**src/rtl/demux_1to2_64bit_buf.sv**
```systemverilog
// demux_1to2_64bit_buf
//   Buffered 1-to-2 steering demux for 64-bit datapath words. One input
//   stream is routed by in_sel into one of two independent 2-entry FIFOs,
//   so a stalled consumer never blocks words bound for the other channel.
//   Order is preserved within a channel only.
//
// Ports
//   clk, reset             rising-edge clock, synchronous active-high reset
//   in_data/in_sel/in_valid  word, destination channel, qualifier
//   in_ready               selected channel has room (registered state only)
//   outN_data/outN_valid   head word of channel N and its qualifier
//   outN_ready             consumer N takes the head this cycle
//   outN_count             channel N occupancy, 0..2

// One channel: 2-entry FIFO, 1-bit pointers, count is the full/empty truth.
module demux_1to2_chan #(
  parameter int WIDTH = 64
) (
  input  logic             clk,
  input  logic             reset,
  input  logic             push,
  input  logic [WIDTH-1:0] wdata,
  input  logic             pop,
  output logic [WIDTH-1:0] rdata,
  output logic             valid,
  output logic [1:0]       count,
  output logic             full
);
  logic [1:0][WIDTH-1:0] mem;
  logic                  rptr, wptr;
  logic [1:0]            cnt;
  logic [WIDTH-1:0]      hold;

  // When empty the head is stale storage, so present the last shown word.
  assign valid = (cnt != 2'd0);
  assign full  = (cnt == 2'd2);
  assign count = cnt;
  assign rdata = valid ? mem[rptr] : hold;

  always_ff @(posedge clk) begin
    if (reset) begin
      mem  <= '0;
      rptr <= 1'b0;
      wptr <= 1'b0;
      cnt  <= 2'd0;
      hold <= '0;
    end else begin
      hold <= rdata;
      if (push) begin
        mem[wptr] <= wdata;
        wptr      <= ~wptr;
      end
      if (pop) rptr <= ~rptr;
      // push and pop together only happens at count 1: count is unchanged
      if (push && !pop)      cnt <= cnt + 2'd1;
      else if (pop && !push) cnt <= cnt - 2'd1;
    end
  end
endmodule

module demux_1to2_64bit_buf #(
  parameter int WIDTH = 64
) (
  input  logic             clk,
  input  logic             reset,
  input  logic [WIDTH-1:0] in_data,
  input  logic             in_sel,
  input  logic             in_valid,
  output logic             in_ready,
  output logic [WIDTH-1:0] out0_data,
  output logic             out0_valid,
  input  logic             out0_ready,
  output logic [1:0]       out0_count,
  output logic [WIDTH-1:0] out1_data,
  output logic             out1_valid,
  input  logic             out1_ready,
  output logic [1:0]       out1_count
);
  localparam int NUM_CH = 2;

  logic [NUM_CH-1:0][WIDTH-1:0] ch_data;
  logic [NUM_CH-1:0][1:0]       ch_count;
  logic [NUM_CH-1:0]            ch_valid, ch_full, ch_ready, ch_push, ch_pop;

  assign ch_ready = {out1_ready, out0_ready};

  // No pass-through: a full channel refuses even if it pops this cycle.
  assign in_ready = ~ch_full[in_sel];

  genvar i;
  generate
    for (i = 0; i < NUM_CH; i++) begin : g_ch
      assign ch_push[i] = in_valid && in_ready && (in_sel == 1'(i));
      assign ch_pop[i]  = ch_valid[i] && ch_ready[i];

      demux_1to2_chan #(.WIDTH(WIDTH)) u_chan (
        .clk   (clk),
        .reset (reset),
        .push  (ch_push[i]),
        .wdata (in_data),
        .pop   (ch_pop[i]),
        .rdata (ch_data[i]),
        .valid (ch_valid[i]),
        .count (ch_count[i]),
        .full  (ch_full[i])
      );
    end
  endgenerate

  assign out0_data  = ch_data[0];
  assign out0_valid = ch_valid[0];
  assign out0_count = ch_count[0];
  assign out1_data  = ch_data[1];
  assign out1_valid = ch_valid[1];
  assign out1_count = ch_count[1];
endmodule

```
**config.mk**
```make
export PLATFORM = sky130hd
export DESIGN_NAME = demux_1to2_64bit_buf
export DESIGN_NICKNAME = d
export VERILOG_FILES = /design/src/rtl/demux_1to2_64bit_buf.sv
export SDC_FILE = /design/constraint.sdc
export NUM_CORES = 1
export LEC_CHECK = 0
export ABC_AREA = 1
export CAP_MARGIN = 20
export CORE_ASPECT_RATIO = 2
export CORE_MARGIN = 1
export CORE_UTILIZATION = 50
export CTS_CLUSTER_DIAMETER = 50
export DETAILED_ROUTE_END_ITERATION = 8
export GPL_TIMING_DRIVEN = 0
export PLACE_DENSITY = 0.76
export SLEW_MARGIN = 15
export SYNTH_ARGS = -nofsm -noshare
export SYNTH_HDL_FRONTEND = slang
export SYNTH_SLANG_ARGS = --single-unit
```
**constraint.sdc**
```tcl
create_clock -name clk -period 4.05 [get_ports clk]
set_input_delay 0.81 -clock clk [delete_from_list [all_inputs] [get_ports clk]]
set_output_delay 0.81 -clock clk [all_outputs]
set_load 0.03 [all_outputs]
```
---- Word level (Yosys, flattened, before mapping) ----
Index checks and enable logic that the tools add are counted.
W data, S select, Z words.
cells by class
  add/sub/neg operators ................... 4
  $lt $le $gt $ge ......................... 7
  equal/unequal tests ..................... 2
  muxes and demuxes ....................... 18
  bitwise gates (word level) .............. 6
  reductions and logical operators ........ 19
operator list
  operator               number
  $mux W64               8
  $bwmux W128            2
  $demux W64 S1          2
  $logic_and A1 B1 Y1    11
  $lt A1 B2 Y1 const B   5
  $mux W2                4
  $reduce_bool A2 Y1     4
  $not A1 Y1             6
  $add A2 B1 Y2 const B  2
  $eq A2 B2 Y1 const B   2
  $logic_not A1 Y1       4
  $sub A2 B1 Y2 const B  2
  $ge A1 B1 Y1 const B   2
  $mux W1                2
storage, ports and cells
  register bits after elaboration ......... 392
  bits of input ports ..................... 70
  output and inout port bits .............. 135

---- Depth between registers and ports, before layout ----
Gate-level depths: netlist (run 1).
  depth in word-level cells ............... 10
  depth in mapped cells ................... 11

---- Hierarchy ----
Synthesis (run 1) repeated with hierarchy kept, for this count alone.
second synthesis, totals
  cells, all modules ...................... 2293
  area, all modules ....................... 16203.0 µm²
modules (own cells, without submodules)
  module                            times used  cells an instance  area each (µm²)
  demux_1to2_chan (g_ch[0].u_chan)  1           1140               8075.2
  demux_1to2_chan (g_ch[1].u_chan)  1           1140               8074.0
  demux_1to2_64bit_buf              1           13                 53.8

---- Least setup slack after synthesis (run 1) ----
No wires, ideal clock.
  path kind ............................... reg2out
  from .................................... register g_ch[1].u_chan.cnt[0]
  to ...................................... output port out1_data[59]
  data arrival time ....................... 1457 ps
  data required time ...................... 3240 ps
  setup slack ............................. 1783 ps
  stages on the path, launching flop included .. 6
  path buffers ............................ 2
  cells stage by stage .................... dfxtp_1 -> inv_2 -> nand2_2 -> buf_4 -> buf_4 -> o21ai_1
between the ends
  word-level cells in the longest chain between the ends .. 2
RTL lines
  what                    line  text
  start, declared         31    logic [1:0] cnt;
  start signal, assigned  55    if (push && !pop) cnt <= cnt + 2'd1;
  start signal, assigned  56    else if (pop && !push) cnt <= cnt - 2'd1;
  $reduce_bool A2 Y1      35    assign valid = (cnt != 2'd0);
  named net out1_valid    75    output logic out1_valid,
  $mux W64                38    assign rdata = valid ? mem[rptr] : hold;
  end, declared           74    output logic [WIDTH-1:0] out1_data,
The timed path passes the listed nets, and every way through them passes these cells.

---- Final worst setup path (run 1) ----
  from .................................... register g_ch[0].u_chan.rptr
  to ...................................... output port out0_data[63]
between the ends
  word-level cells in the longest chain between the ends .. 3
RTL lines
  what                                          line  text
  start, declared                               30    logic rptr, wptr;
  start signal, assigned                        53    if (pop) rptr <= ~rptr;
  $mux W64 (implied by the code) (2 in series)  38
  $mux W64                                      38
  end, declared                                 70    output logic [WIDTH-1:0] out0_data,
Every way passes these cells. The select of a mux whose other input is x is not followed.

==> flow_summary.json, run 1 <==
{
  "outcome": "finished clean",
  "setup-tns-final_ns": 0,
  "rsz0062_at_grt": "no",
  "total_power_mw": 12.72,
  "area_delta_synth_final_pct": 21.73,
  "overflow": 0,
  "pwr-share-clk_pct": 25.7,
  "switching_share_pct": 37.50,
  "core.rowCount": 94,
  "vias": 14750,
  "fill_cells": 2998,
  "antenna_left": 0,
  "grt_max_degree": 16,
  "initial_core_util_pct": 50.98,
  "max_freq_mhz": 284.8,
  "cp_max_fo": 10,
  "critPathMaxStageDelay_ns": 0.70,
  "ys_seq_elements": 392,
  "critical_path.cell_chain": "buf_2, clkbuf_1, or2_2, o211ai_1, o21ai_2, clkdlybuf4s50_1",
  "die_x_um": 131.8,
  "maxCapViolCount": 0,
  "first_pass_iters": 5,
  "synth_area_leaders": "dfxtp_1, nor2_1, o21ai_2",
  "clk_pin_slew_worst_paths_ns": 0.07,
  "leakage_nw": 8.502,
  "required_ns": 3.24,
  "cts_tree": "yes",
  "setup_viol": 0,
  "syn_avg_cell_area_um2": 7.659,
  "dpl.hpwl_um": 35150,
  "async_reset_ff_share_pct": 0,
  "die-area_um2": 34480,
  "fin_crit_sh_pct": 86.69,
  "clockRootBuffer": "clkbuf_16",
  "syn_area_um2": 16850,
  "criticalPathCategory": "reg -> out",
  "syn-num-nets": 2272,
  "grt_pass1_wl_um": 74200,
  "max_slew.worst_pin.slew_ns": 1.139,
  "synthCells": 2200,
  "internal_power_mw": 7.951,
  "maxSlewViolCount": 0,
  "nNetsFinal": 2513,
  "routedWlPerCell_um": 16.38,
  "fin_util_pct": 62.07,
  "crit_path_end_kind": "output pin",
  "drt_wl_total_um": 47370,
  "yosysWarnings": 0,
  "switchingPower_mw": 4.771,
  "grt_pass1_vias": 14380,
  "ys_types": 23,
  "numPortBuffers": 204,
  "drive_above_1_share_pct": 18.25,
  "drc_errors": 0,
  "cts_buffers": 35,
  "hp-class": "reg -> reg",
  "arrival_ns": 2.70,
  "io_pins": 205,
  "cts_hold_buf": 0,
  "hold_viol_final": 0,
  "antenna_cells": 0,
  "via_per_inst": 5.101,
  "seq_power_share_pct": 35.1,
  "synth_top_area_share_pct": 46.57,
  "clkSinkCount": 392,
  "cts-htree-levels": 2,
  "postCtsSetupBuffers": 0,
  "drtIter0Drc": 912,
  "clk_latency_ns": 0.54,
  "cp_slowest_cell": "clkdlybuf4s50_1",
  "p_per_area_nw_per_um2": 620.2,
  "post_cts_resized": 0,
  "cp_top_family": "buffers and inverters",
  "post-synth-top-area-cell": "dfxtp_1",
  "slew_headroom_pct": 24.04,
  "yosysSeqAreaShare_pct": 46.57,
  "ys.flop_type": "dfxtp_1",
  "core_um2": 33050,
  "crit_path_start_kind": "register",
  "period_needed_ns": 3.511,
  "p_comb_share_pct": 39.2,
  "antenna_found_initial": 0,
  "dieHeight_um": 261.6,
  "synth-edff-count": 0,
  "grt_usage_pct": 27.28,
  "gp_congestion": 0.8536,
  "clock_path_buffers": 3,
  "fin_worst_skew_ns": 0.01481,
  "cp.buffers_inverters": 3,
  "ir_drop_mv": 0.4363
}
==> sequential cells by signal (all words and copies together) (netlist names) <==
name and flops:
g_ch.u_chan.mem 256, g_ch.u_chan.hold 128, g_ch.u_chan.count 4, g_ch.u_chan.rptr 2, g_ch.u_chan.wptr 2
==> cell usage after synthesis (2+ instances only) <==
cell        n
a21oi_1   135
buf_1       2
buf_2      43
buf_4      34
buf_6      17
clkbuf_1   59
dfxtp_1   392
ha_1        2
inv_1     244
inv_2      89
nand2_1   263
nand2_2     3
nor2_1    391
nor2_2      3
o211ai_1  105
o211ai_2   24
o21ai_0    64
o21ai_1    83
o21ai_2   118
or2_0      17
or2_1      40
or2_2      71
==> per-stage QoR <==
| stage | hold WS, ns | setup slack [ns] | cell area (um2) | std cells |
|---|---|---|---|---|
| final | 0.4767 | 0.5392 | 20510 | 2892 |
| after global routing | 0.4969 | 0.4349 | 20510 | 2892 |
| after CTS | 0.4803 | 0.5249 | 20510 | 2892 |
| after detailed placement | 0.4648 | 0.9113 | 19430 | 2836 |
| after global placement | 0.4529 | 0.8865 | 19430 | 2836 |
| after floorplan | 0.4464 | 1.783 | 16850 | 2200 |
==> worst paths after layout <==
path,start,endpoint,slack (ns),cells past startpoint
setup reg to reg,g_ch[0].u_chan.count[1],g_ch[0].u_chan.count[1],1.83,11
setup / recovery,g_ch[0].u_chan.rptr,out0_data[63],0.54,6
hold reg to reg,g_ch[0].u_chan.mem[56],g_ch[0].u_chan.mem[56],0.48,2
hold / removal,g_ch[0].u_chan.mem[56],g_ch[0].u_chan.mem[56],0.48,2
==> worst min-delay path, cell delays in order, from the launching register on <==
cell and delay [ns]:
dfxtp_1 0.32, nor2_1 0.04, nor2_1 0.08
==> power groups by stage <==
stage | combinational [mW] | clock, mW | sequential (mW)
detailed placement | 4.97 | 0 | 4.55
CTS | 5.01 | 3.29 | 4.46
finish | 4.98 | 3.27 | 4.47
global route | 5.35 | 3.44 | 4.51
floorplan | 3.31 | 0 | 4.52
global placement | 4.91 | 0 | 4.53
==> layout by cell type (no fill, tap or decap), drive strengths merged <==
| cell | synthesis | routed |
|---|---|---|
| o21ai | 265 | 265 |
| clkbuf | 59 | 111 |
| nor2 | 394 | 394 |
| a21oi | 135 | 135 |
| or2 | 128 | 128 |
| inv | 333 | 333 |
| clkinvlp | 0 | 1 |
| o211ai | 129 | 129 |
| clkdlybuf4s50 | 0 | 204 |
| clkinv | 0 | 2 |
| nand2 | 266 | 266 |
| bufinv | 0 | 1 |
| dfxtp | 392 | 392 |
| ha | 2 | 2 |
| buf | 96 | 96 |
| nand3 | 1 | 1 |
==> routing by layer <==
metal	vias up	track usage, %	routed length [um]
li1	7331	-	-
met1	6825	28.73	17860
met2	471	51.63	24620
met3	126	3.588	2141
met4	0	15.92	2746
met5	-	0	0
==> logic make-up (layout without fill, tap and decap cells) <==
family                   after synthesis  count (layout)  synth area share [%]
flip-flops                           392             392                 46.57
AND/OR/NAND/NOR                      789             789                 19.60
buffers and inverters                488             748                 12.71
adder cells (fa/ha/maj)                2               2                0.1485
AO/OA/AOI/OAI                        529             529                 20.97
==> area by class of cell <==
class                   count  area [um2]  share of cell area [%]
flip-flops and latches    392        7848                   38.26
clock inverters             4       47.55                  0.2318
clock buffers              52        1032                   5.032
repair buffers            204        2042                   9.955
inverters                 333        1250                   6.094
plain buffers             155       890.9                   4.343
well taps                 432       540.5                   2.635
multi-input cells        1320        6862                   33.45
Power figures use the tool's default switching activity.
==> inputs of run 2 (changes only) <==
--- a/config.mk
+++ b/config.mk
@@ -12,6 +12,7 @@
 export CORE_UTILIZATION = 50
 export CTS_CLUSTER_DIAMETER = 50
 export DETAILED_ROUTE_END_ITERATION = 8
+export GPL_ROUTABILITY_DRIVEN = 0
 export GPL_TIMING_DRIVEN = 0
 export PLACE_DENSITY = 0.76
 export SLEW_MARGIN = 15
==> run 2 against run 1 <==
Against the previous run:
- flip-flop and latch count unchanged
- combinational power is essentially flat
- critical endpoint is now out1_data[63]
- global-route usage is essentially flat
- first-iteration DRC count rose by 6.5%
==> flow_summary.json, run 2 (synthesized netlist as in run 1, its figures left out) <==
{
  "outcome": "finished clean",
  "grt_pass1_wl_um": 74420,
  "switching_share_pct": 37.64,
  "maxSlewViolCount": 0,
  "grt_max_degree": 17,
  "via_per_inst": 5.103,
  "timing.hold.ws_ns": 0.4761,
  "numPortBuffers": 204,
  "regMostFlops": "g_ch.u_chan.mem",
  "cts_tree": "yes",
  "ir_drop_mv": 0.4480,
  "required_ns": 3.24,
  "pwr-share-clk_pct": 25.4,
  "setup-tns-final_ns": 0,
  "grt_usage_pct": 27.32,
  "postCtsSetupBuffers": 0,
  "clk_latency_ns": 0.53,
  "grt_pass1_vias": 14670,
  "drt_wl_total_um": 47010,
  "wl_met2_um": 24460,
  "path_common_cell": "buf_4",
  "routedWlPerCell_um": 16.24,
  "drc_errors": 0,
  "critical_path.cell_chain": "inv_2, nand2_2, buf_4, buf_4, o211ai_1, o21ai_1, clkdlybuf4s50_1",
  "crit_path_start_kind": "register",
  "internal_power_mw": 7.895,
  "layout_common_cells": "dfxtp_1, nor2_1, nand2_1",
  "core.rowCount": 94,
  "post_cts_resized": 0,
  "overflow": 0,
  "nNetsFinal": 2512,
  "clk_pin_slew_worst_paths_ns": 0.07,
  "antenna_cells": 0,
  "vias": 14770,
  "setup_viol": 0,
  "leakage_nw": 8.492,
  "clkSinkCount": 392,
  "multi_input_comb_area_um2": 6862,
  "area_delta_synth_final_pct": 21.72,
  "critPathMaxStageDelay_ns": 0.76,
  "die_x_um": 131.8,
  "m1WireLength_um": 17850,
  "fin_worst_skew_ns": 0.01462,
  "rsz0062_at_grt": "no",
  "switchingPower_mw": 4.766,
  "clockRootBuffer": "clkbuf_16",
  "hold_viol_final": 0,
  "criticalPathCategory": "reg -> out",
  "cp.buffers_inverters": 4,
  "top_layer": "met4",
  "cp_max_fo": 10,
  "dieHeight_um": 261.6,
  "p_per_area_nw_per_um2": 617.3,
  "dr_wl_met3_um": 1991,
  "cts_hold_buf": 0,
  "p_comb_share_pct": 39.3,
  "total_power_mw": 12.66,
  "io_pins": 205,
  "cts-htree-levels": 2,
  "slew_headroom_pct": 30.89,
  "cp_top_family": "buffers and inverters",
  "max_freq_mhz": 282.9,
  "final_common_cell": "dfxtp_1",
  "drive_above_1_share_pct": 18.35,
  "fin_area_um2": 20510,
  "seq_power_share_pct": 35.3,
  "max_slew.worst_pin.slew_ns": 1.037,
  "layout.area.seq_um2": 7848,
  "antenna_left": 0,
  "maxCapViolCount": 0,
  "place_area_um2": 19430,
  "hp-class": "reg -> reg",
  "cp_slowest_cell": "clkdlybuf4s50_1",
  "largest_reg_flops": 256,
  "drtIter0Drc": 971,
  "arrival_ns": 2.72,
  "initial_core_util_pct": 50.98,
  "cts_buffers": 34,
  "fin_crit_sh_pct": 87.28,
  "dpl.hpwl_um": 35040,
  "crit_path_end_kind": "output pin",
  "clock_path_buffers": 3,
  "fill_cells": 2927,
  "core_um2": 33050,
  "period_needed_ns": 3.535,
  "antenna_found_initial": 0,
  "first_pass_iters": 6,
  "r2r_slack_ns": 1.80,
  "die-area_um2": 34480
}
-- run 2: changes by cell type in the layout (fill, tap and decap cells not counted) --
cell,delta
clkinvlp_4,+3
bufinv_16,-1
clkinv_2,+1
-- run 2: worst paths after layout --
check                                from                 endpoint  cells after the start
hold / removal     g_ch[0].u_chan.mem[49]   g_ch[0].u_chan.mem[49]                      2
setup / recovery  g_ch[1].u_chan.count[1]            out1_data[63]                      7
setup reg to reg  g_ch[0].u_chan.count[0]  g_ch[0].u_chan.count[1]                     11
hold reg to reg    g_ch[0].u_chan.mem[49]   g_ch[0].u_chan.mem[49]                      2
-- run 2: metal layers --
| layer | up-vias | GRT usage (%) |
|---|---|---|
| met2 | 464 | 51.47 |
| met3 | 141 | 3.009 |
| li1 | 7332 | - |
| met4 | 0 | 16.76 |
| met5 | - | 0 |
| met1 | 6837 | 29.03 |
-- run 2: final cells by class --
type | instances | share of cell area [%]
buffer | 155 | 4.344
clock buffer | 52 | 5.033
clock inverter | 7 | 0.2196
inverter | 333 | 6.094
multi-input combinational | 1320 | 33.46
sequential | 392 | 38.26
tap | 432 | 2.635
timing repair buffer | 204 | 9.956
-- run 2: power by group through the flow --
stage          Combinational (mW)  Clock, mW  Sequential [mW]
2_1_floorplan                3.31          0             4.52
3_3_place_gp                 4.91          0             4.53
3_5_place_dp                 4.97          0             4.55
4_1_cts                      5.01       3.26             4.46
5_1_grt                      5.35       3.39             4.51
6_report                     4.98       3.22             4.47
-- run 2: stage by stage --
| stage | cells | setup slack [ns] | utilization, % |
|---|---|---|---|
| floorplan | 2200 | 1.783 | - |
| global route | 2895 | 0.4084 | 62.06 |
| finish | 2895 | 0.5152 | 62.06 |
| CTS | 2895 | 0.4917 | 62.06 |
| global placement | 2836 | 0.8843 | 58.80 |
| detailed placement | 2836 | 0.8540 | 58.80 |
-- run 2: tightest hold or removal path: stages (launching register included) --
cell,delay (ns)
dfxtp_1,0.32
nor2_1,0.04
nor2_1,0.08
